**src/rtl/inst_issue_fifo_pkg.sv**
```systemverilog
// Shared fetch/decode definitions: the fetch entry record and the issue buffer depth.
package inst_issue_fifo_pkg;

   localparam int INST_FIFO_DEPTH = 16;

   typedef struct packed {
      logic [31:0] pc;
      logic [31:0] inst;
      logic        excp;
   } fetch_entry_t;

endpackage

```
**src/rtl/inst_fifo_mem.sv**
```systemverilog
// Instruction buffer storage: DEPTH fetch entries, two write ports, two asynchronous read ports.
module inst_fifo_mem
   import inst_issue_fifo_pkg::*;
#(
   parameter int DEPTH = INST_FIFO_DEPTH,
   parameter int PTR_W = $clog2(DEPTH)
) (
   input  logic             clk,
   input  logic             we0,
   input  logic [PTR_W-1:0] wa0,
   input  fetch_entry_t     wd0,
   input  logic             we1,
   input  logic [PTR_W-1:0] wa1,
   input  fetch_entry_t     wd1,
   input  logic [PTR_W-1:0] ra0,
   input  logic [PTR_W-1:0] ra1,
   output fetch_entry_t     rd0,
   output fetch_entry_t     rd1
);

   // No reset: contents are only observable through valid-qualified read logic.
   fetch_entry_t mem [DEPTH];

   always_ff @(posedge clk) begin
      if (we0) mem[wa0] <= wd0;
      if (we1) mem[wa1] <= wd1;
   end

   assign rd0 = mem[ra0];
   assign rd1 = mem[ra1];

endmodule

```
**src/rtl/inst_issue_fifo.sv**
```systemverilog
// Dual-write / dual-read instruction buffer between fetch and dual-issue decode.
module inst_issue_fifo
   import inst_issue_fifo_pkg::*;
#(
   parameter int DEPTH = INST_FIFO_DEPTH,
   parameter int PTR_W = $clog2(DEPTH)
) (
   input  logic             clk,
   input  logic             resetn,
   input  logic             flush,
   input  logic             wr_en0,
   input  logic             wr_en1,
   input  logic [31:0]      wr_pc0,
   input  logic [31:0]      wr_pc1,
   input  logic [31:0]      wr_inst0,
   input  logic [31:0]      wr_inst1,
   input  logic             wr_excp0,
   input  logic             wr_excp1,
   input  logic             rd_en_master,
   input  logic             rd_en_slave,
   output logic             rd_valid_master,
   output logic             rd_valid_slave,
   output logic [31:0]      rd_pc_master,
   output logic [31:0]      rd_pc_slave,
   output logic [31:0]      rd_inst_master,
   output logic [31:0]      rd_inst_slave,
   output logic             rd_excp_master,
   output logic             rd_excp_slave,
   output logic             fifo_empty,
   output logic             fifo_almost_empty,
   output logic             fifo_full,
   output logic [PTR_W:0]   count
);

   localparam logic [PTR_W:0] DEPTH_C = (PTR_W+1)'(DEPTH);

   logic [PTR_W-1:0] wr_ptr;
   logic [PTR_W-1:0] rd_ptr;
   logic [1:0]       n_wr_req;
   logic [1:0]       n_wr;
   logic [1:0]       n_rd_req;
   logic [1:0]       n_rd;
   logic             we0;
   logic             we1;
   fetch_entry_t     wd0;
   fetch_entry_t     wd1;
   fetch_entry_t     ent_master;
   fetch_entry_t     ent_slave;

   // Push acceptance looks only at start-of-cycle full; a same-cycle pop never frees room.
   always_comb begin
      n_wr_req = {wr_en0 & wr_en1, wr_en0 & ~wr_en1};
      n_rd_req = {rd_en_master & rd_en_slave, rd_en_master & ~rd_en_slave};
      n_wr     = fifo_full ? 2'd0 : n_wr_req;
      n_rd     = ((PTR_W+1)'(n_rd_req) > count) ? count[1:0] : n_rd_req;
      we0      = n_wr != 2'd0 && !flush;
      we1      = n_wr == 2'd2 && !flush;
      wd0      = '{pc: wr_pc0, inst: wr_inst0, excp: wr_excp0};
      wd1      = '{pc: wr_pc1, inst: wr_inst1, excp: wr_excp1};
   end

   inst_fifo_mem #(.DEPTH(DEPTH), .PTR_W(PTR_W)) u_mem (
      .clk (clk),
      .we0 (we0),
      .wa0 (wr_ptr),
      .wd0 (wd0),
      .we1 (we1),
      .wa1 (wr_ptr + PTR_W'(1)),
      .wd1 (wd1),
      .ra0 (rd_ptr),
      .ra1 (rd_ptr + PTR_W'(1)),
      .rd0 (ent_master),
      .rd1 (ent_slave)
   );

   always_ff @(posedge clk or negedge resetn) begin
      if (!resetn) begin
         wr_ptr <= '0;
         rd_ptr <= '0;
         count  <= '0;
      end else if (flush) begin
         wr_ptr <= '0;
         rd_ptr <= '0;
         count  <= '0;
      end else begin
         wr_ptr <= wr_ptr + PTR_W'(n_wr);
         rd_ptr <= rd_ptr + PTR_W'(n_rd);
         count  <= count + (PTR_W+1)'(n_wr) - (PTR_W+1)'(n_rd);
      end
   end

   // Full at DEPTH-1 so a two-wide push always fits once accepted.
   assign fifo_empty        = count == '0;
   assign fifo_almost_empty = count == (PTR_W+1)'(1);
   assign fifo_full         = count >= DEPTH_C - (PTR_W+1)'(1);

   assign rd_valid_master = count >= (PTR_W+1)'(1);
   assign rd_valid_slave  = count >= (PTR_W+1)'(2);
   assign rd_pc_master    = rd_valid_master ? ent_master.pc   : '0;
   assign rd_inst_master  = rd_valid_master ? ent_master.inst : '0;
   assign rd_excp_master  = rd_valid_master & ent_master.excp;
   assign rd_pc_slave     = rd_valid_slave  ? ent_slave.pc    : '0;
   assign rd_inst_slave   = rd_valid_slave  ? ent_slave.inst  : '0;
   assign rd_excp_slave   = rd_valid_slave  & ent_slave.excp;

   a_count_bound: assert property (@(posedge clk) disable iff (!resetn) count <= DEPTH_C);
   a_no_push_full: assert property (@(posedge clk) disable iff (!resetn) we0 |-> !fifo_full);

endmodule

```
**config.mk**
```make
export PLATFORM = sky130hd
export DESIGN_NAME = inst_issue_fifo
export DESIGN_NICKNAME = d
export VERILOG_FILES = /design/src/rtl/inst_issue_fifo_pkg.sv /design/src/rtl/inst_fifo_mem.sv /design/src/rtl/inst_issue_fifo.sv
export SDC_FILE = /design/constraint.sdc
export NUM_CORES = 2
export LEC_CHECK = 0
export CORE_ASPECT_RATIO = 0.9
export CORE_MARGIN = 5
export CORE_UTILIZATION = 35
export CTS_BUF_LIST = sky130_fd_sc_hd__clkbuf_4 sky130_fd_sc_hd__clkbuf_8 sky130_fd_sc_hd__clkbuf_16
export DETAILED_ROUTE_END_ITERATION = 12
export GPL_ROUTABILITY_DRIVEN = 0
export PLACE_DENSITY_LB_ADDON = 0.08
export SLEW_MARGIN = 10
export SYNTH_ARGS = -nofsm -noshare
export SYNTH_HDL_FRONTEND = slang
export SYNTH_HIERARCHICAL = 1
export SYNTH_SLANG_ARGS = --single-unit
```
**constraint.sdc**
```tcl
create_clock -name clk -period 7.16 [get_ports clk]
set_input_delay 1.074 -clock clk [delete_from_list [all_inputs] [get_ports clk]]
set_output_delay 1.074 -clock clk [all_outputs]
set_load 0.05 [all_outputs]
```
== Word level (Yosys, flattened, before mapping) ==
Memory sizes are Yosys's and may differ from the RTL's.
Cells that the tools add are included.
Widths: inputs -> output; s select.
Word-level totals
  memories: 1
  RAM bits: 1040
  latch bits: 0
  ROM bits: 0
  input bits: 137
  word-level logic and storage cells: 42
  flip-flop bits (word level): 13
Cells by class
  $lt $le $gt $ge: 4
  muxes and demuxes: 13
  divide/modulo/power cells: 0
  reduce and logical (&&, ||, !) cells: 5
  add/subtract/negate cells: 6
  shift-type cells: 0
  multipliers: 0
  equal/unequal tests: 2
  bitwise gates (word level): 8
Memories
  u_mem.mem: words 16, bits a word 65, rd ports 2, clocked after Yosys merged registers in 0, wr ports 2, line inst_fifo_mem.sv:22  | fetch_entry_t mem [DEPTH];
Operators by type and width (count)
  $mux 32: 4
  $add 4x1->4 const B: 2
  $add 4x2->4: 2
  $mux 4: 2
  $and 1x1->1: 6
  $add 5x2->5: 1
  $eq 5x1->1 const B: 1
  $ge 5x1->1 const B: 1
  $ge 5x2->1 const B: 1
  $ge 5x4->1 const B: 1
  $gt 2x5->1: 1
  $logic_not 5->1: 1
  $mux 5: 1
  $sub 5x2->5: 1
  $mux 1: 4
  $mux 2: 2
  $eq 2x2->1 const B: 1
  $logic_and 1x1->1: 2
  $not 1->1: 2
  $reduce_bool 2->1: 1
  $logic_not 1->1: 1

== Depth between registers and ports, before layout ==
  depth after elaboration: 7
  mapped depth: 15
  mapped depth without buffers: 15

== By module ==
The synthesis kept the hierarchy.
By module, submodules not included
  inst_fifo_mem: times used 1, cells each 3460, area an instance 59747.3 um2
  inst_issue_fifo: times used 1, cells each 261, area an instance 2003.2 um2

== Worst setup path before layout ==
No wires, ideal clock.
  kind: flip-flop to flip-flop
  start: register count[4]
  end: memory u_mem/mem[2][0] in the netlist's numbering, enable pin
  data arrival time: 6.601 ns
  path buffers: 0
  period minus slack after synthesis: 7.179 ns
  setup slack: -0.019 ns
  stages on the path, launching flop included: 9
  setup time: 0.578 ns
  data required time: 6.582 ns
  cells stage by stage: dfrtp_1 -> inv_1 -> ha_1 -> a21oi_1 -> o21a_1 -> nand2_1 -> nor2_1 -> or3b_2 -> o21ai_0
RTL lines
  start: declaration: line inst_issue_fifo.sv:32  | output logic [PTR_W:0] count
  start signal: assignment: line inst_issue_fifo.sv:88  | count <= count + (PTR_W+1)'(n_wr) - (PTR_W+1)'(n_rd);
  end: declaration: line inst_fifo_mem.sv:22

==> summary.md <==
| Metric | Value |
|---|---|
| Clock latency on the worst-skew pair | `0.76 ns` |
| TritonCTS buffer count | `130` |
| Max_cap viols | `0` |
| Tot Pwr | `25.4 mW` |
| Synth Area in Simple Gates | `0.0276` |
| P_int | `15.5 mW` |
| Synth-to-layout area growth | `15.2%` |
| CTS tree | `built` |
| Die Wd | `453 µm` |
| XOR/XNOR Fraction of Synth Area | `0.00142` |
| Vias in the first global route | `39,279` |
| Htree depth | `4` |
| Largest net degree at the start of global routing | `91` |
| WL final | `around 220,000 µm` |
| Vias per inst | `a little under 6` |
| Longest Clk Path Bufs | `3` |
| FF+latch count, synth | `1,053` |
| DRT iter0 DRCs | `3,086` |
| Sequential share of power | `0.280` |
| Grt ovf | `0` |
| Fillers | `16,173` |
| Fin util | `0.405` |
| Netlist cell types | `42` |
| Drt pass-1 iters | `5` |
| Initial Util | `0.351` |
| Die Y | `roughly 410 µm` |
| Path type of the worst setup path | `reg2out` |
| CTS clock-pin slew for the worst setup and hold paths | `0.05 ns` |
| Post-cts hold buffer count | `0` |
| Row Count | `146` |
| RSZ-0062 raised after global routing | `false` |
| First-pass GRT wire length | `312,000 µm` |
| Clock power frac | `0.248` |
| I/O Pins | `between 200 and 300` |
| Status | `completed` |
| Synth top area share | `0.506` |
| Clock Skew | `0.0152 ns` |
| Post-synth top area cell | `edfxtp_1` |
| Post-synth net total | `3,880` |
| Sink Count | `1,053` |
| Mapped Area | `61,800 µm²` |
| Synth Area in Compound Gates | `0.0350` |
| Die Area | `185,000 µm²` |
| Layout cell share with drive strength beyond 1 | `0.482` |
| Max Slew Vio Count | `0` |
| Largest family of logic cells by synthesized area | `multiplexers` |
| Sequential fraction of the synthesis area | `0.511` |
| Net count, final | `3,977` |
| Fin. Hold Viols | `0` |
| Gates resized, CTS repair | `0` |
| Initial antenna violation count | `25` |
| Reg2Reg Setup Slack | `2.72 ns` |
| # Post-CTS Setup Buffers | `0` |
| Post-synthesis mux area share | `0.387` |
| Cells after synthesis | `3,721` |
| Vias | `37,002` |
| Clock root buffer | `clkbuf_16` |
| Critical path peak fanout | `37` |
| Antenna Violating Nets Remaining | `0` |
| Pwr dens | `roughly 360 nW/µm²` |
| Fin Setup TNS | `0 ns` |
| Main flop type after synthesis | `edfxtp_1` |
| EDFF count, synth | `1,040` |
| Crit path required time | `roughly 6.1 ns` |
| Worst-margin pin slew | `1.20 ns` |
| Top cells by area, synth | `edfxtp_1 51%, mux4_2 19%, mux2_2 16%` |
| Detailed-route wire length per cell | `about 35 µm` |
| Leak | `22.8 nW` |
| Crit end category | `output pin` |
| YS warnings | `6` |
| Final number of setup-violating endpoints | `0` |
| Synth Area in Adders | `0.00494` |
| CP Data Arrival Time | `5.05 ns` |
| Slew HR | `0.199` |
| Total core area | `between 150,000 and 200,000 µm²` |
| Crit share post-route | `0.855` |
| Worst vdd ir | `0.346 mV` |
| Syn_area_per_cell | `16.6 µm²` |
| Startpoint types | `flop` |
| DRC errors left | `0` |
| Psw | `between 9 and 10 mW` |
| Top cells by count, synth | `1,040 x edfxtp_1, 884 x mux2_2, 520 x mux4_2` |
| Max Clk Rate | `163 MHz` |
| GR Util All Layers | `0.237` |
| Logic gate share of total power | `0.472` |
| Sw Share | `0.392` |
| Number of port buffers | `276` |
| DP HPWL | `125,000 µm` |
| Most common cell in the netlist | `edfxtp_1` |
| Hold crit path type | `reg2reg` |
| Crit path time final | `6.12 ns` |
| Async SR Flop Fraction | `0.0123` |
-- worst max-delay path, cell delays in order (launching register included) --
cell             delay (ns)
dfrtp_4                0.82
nand3_1                0.17
xnor2_1                0.53
and2_4                 0.92
buf_4                  0.51
a22oi_1                0.16
nand2_1                0.19
and2_1                 0.15
clkdlybuf4s50_1        0.80
-- layout make-up --
class | instances | area (µm²) | share of cell area
diodes | 15 | 37.5 | 0.000528
repair buffers | 394 | 3990 | 0.0561
flip-flops and latches | 1053 | 31600 | 0.444
inverters | 18 | 75.1 | 0.00106
well taps | 2368 | 2960 | 0.0417
multi-input cells | 2221 | 28500 | 0.401
clock inverters | 49 | 248 | 0.00348
clock buffers | 178 | 3740 | 0.0525
-- layer usage --
| metal | routed length, µm | vias up | global-route usage | share of wire |
|---|---|---|---|---|
| met4 | 5510 | 4 | 0.0630 | 0.025 |
| li1 | - | 15439 | - | - |
| met3 | 10800 | 277 | 0.0338 | 0.049 |
| met2 | 111000 | 1103 | 0.407 | 0.50 |
| met5 | 21 | - | 0 | 0.000095 |
| met1 | 94000 | 20179 | 0.313 | 0.42 |
-- worst paths after layout --
path	cells past startpoint	endpoint	start
max in group asynchronous	1	rd_ptr[1]	resetn
hold / removal	2	wr_ptr[3]	wr_ptr[3]
hold reg to reg	2	wr_ptr[3]	wr_ptr[3]
min in group asynchronous	1	count[0]	resetn
setup reg to reg	10	u_mem/mem[0][4]	count[2]
setup / recovery	8	rd_pc_slave[8]	rd_ptr[0]
-- layout by cell type, fill, tap and decap left out, types with 6 or more instances in the layout --
master              n
o22ai_4             9
nand2_1           136
mux2_4            117
buf_12             27
clkbuf_16         137
clkdlybuf4s50_1   276
xnor2_1             6
ha_1               17
nor2b_1            71
inv_1              16
o21ai_4             6
buf_4              91
clkinv_1           30
mux4_2            520
dfrtp_1            11
edfxtp_1         1040
nor2_1             12
diode_2            15
and2_1             66
nor2_4             12
nand2b_1            9
a21oi_1             7
a22oi_1           260
mux2_2            884
mux2_1             39
clkinv_2           14
clkbuf_4           41
-- per-stage QoR --
| step | cells | setup slack (ns) | area (µm²) | hold WS, ns |
|---|---|---|---|---|
| 2_1_floorplan | 3721 | -0.0190 | 61800 | 0.590 |
| 3_3_place_gp | 6054 | 1.80 | 67100 | 0.647 |
| 3_5_place_dp | 6054 | 1.80 | 67100 | 0.659 |
| 4_1_cts | 6281 | 0.964 | 71100 | 0.673 |
| 5_1_grt | 6289 | 0.849 | 71100 | 0.694 |
| 6_report | 6296 | 1.04 | 71100 | 0.672 |
-- state kept, by name (all words and copies together) (netlist names) --
signal     cells
wr_ptr         4
u_mem/mem   1040
count          5
rd_ptr         4
-- cells by family (layout without fill, tap and decap cells) --
logic type / Yosys count / in the layout
muxes: 1561 / 1561
DFF: 1053 / 1053
buffers and inverters: 447 / 639
and+or+nand+nor: 336 / 336
AOI/OAI and AO/OA: 292 / 292
adders and majority gates: 22 / 22
xor gates and xnor gates: 10 / 10
other: 0 / 15
-- power groups by stage --
stage	registers [mW]	clock network (mW)	logic (mW)
after detailed placement	7.24	0	12.2
after floorplan	7.21	0	8.25
after global placement	7.24	0	12.2
after global routing	7.13	6.75	12.6
final	7.12	6.32	12.0
after CTS	7.12	6.49	12.3
No activity file was read; power rests on OpenSTA's default activity.
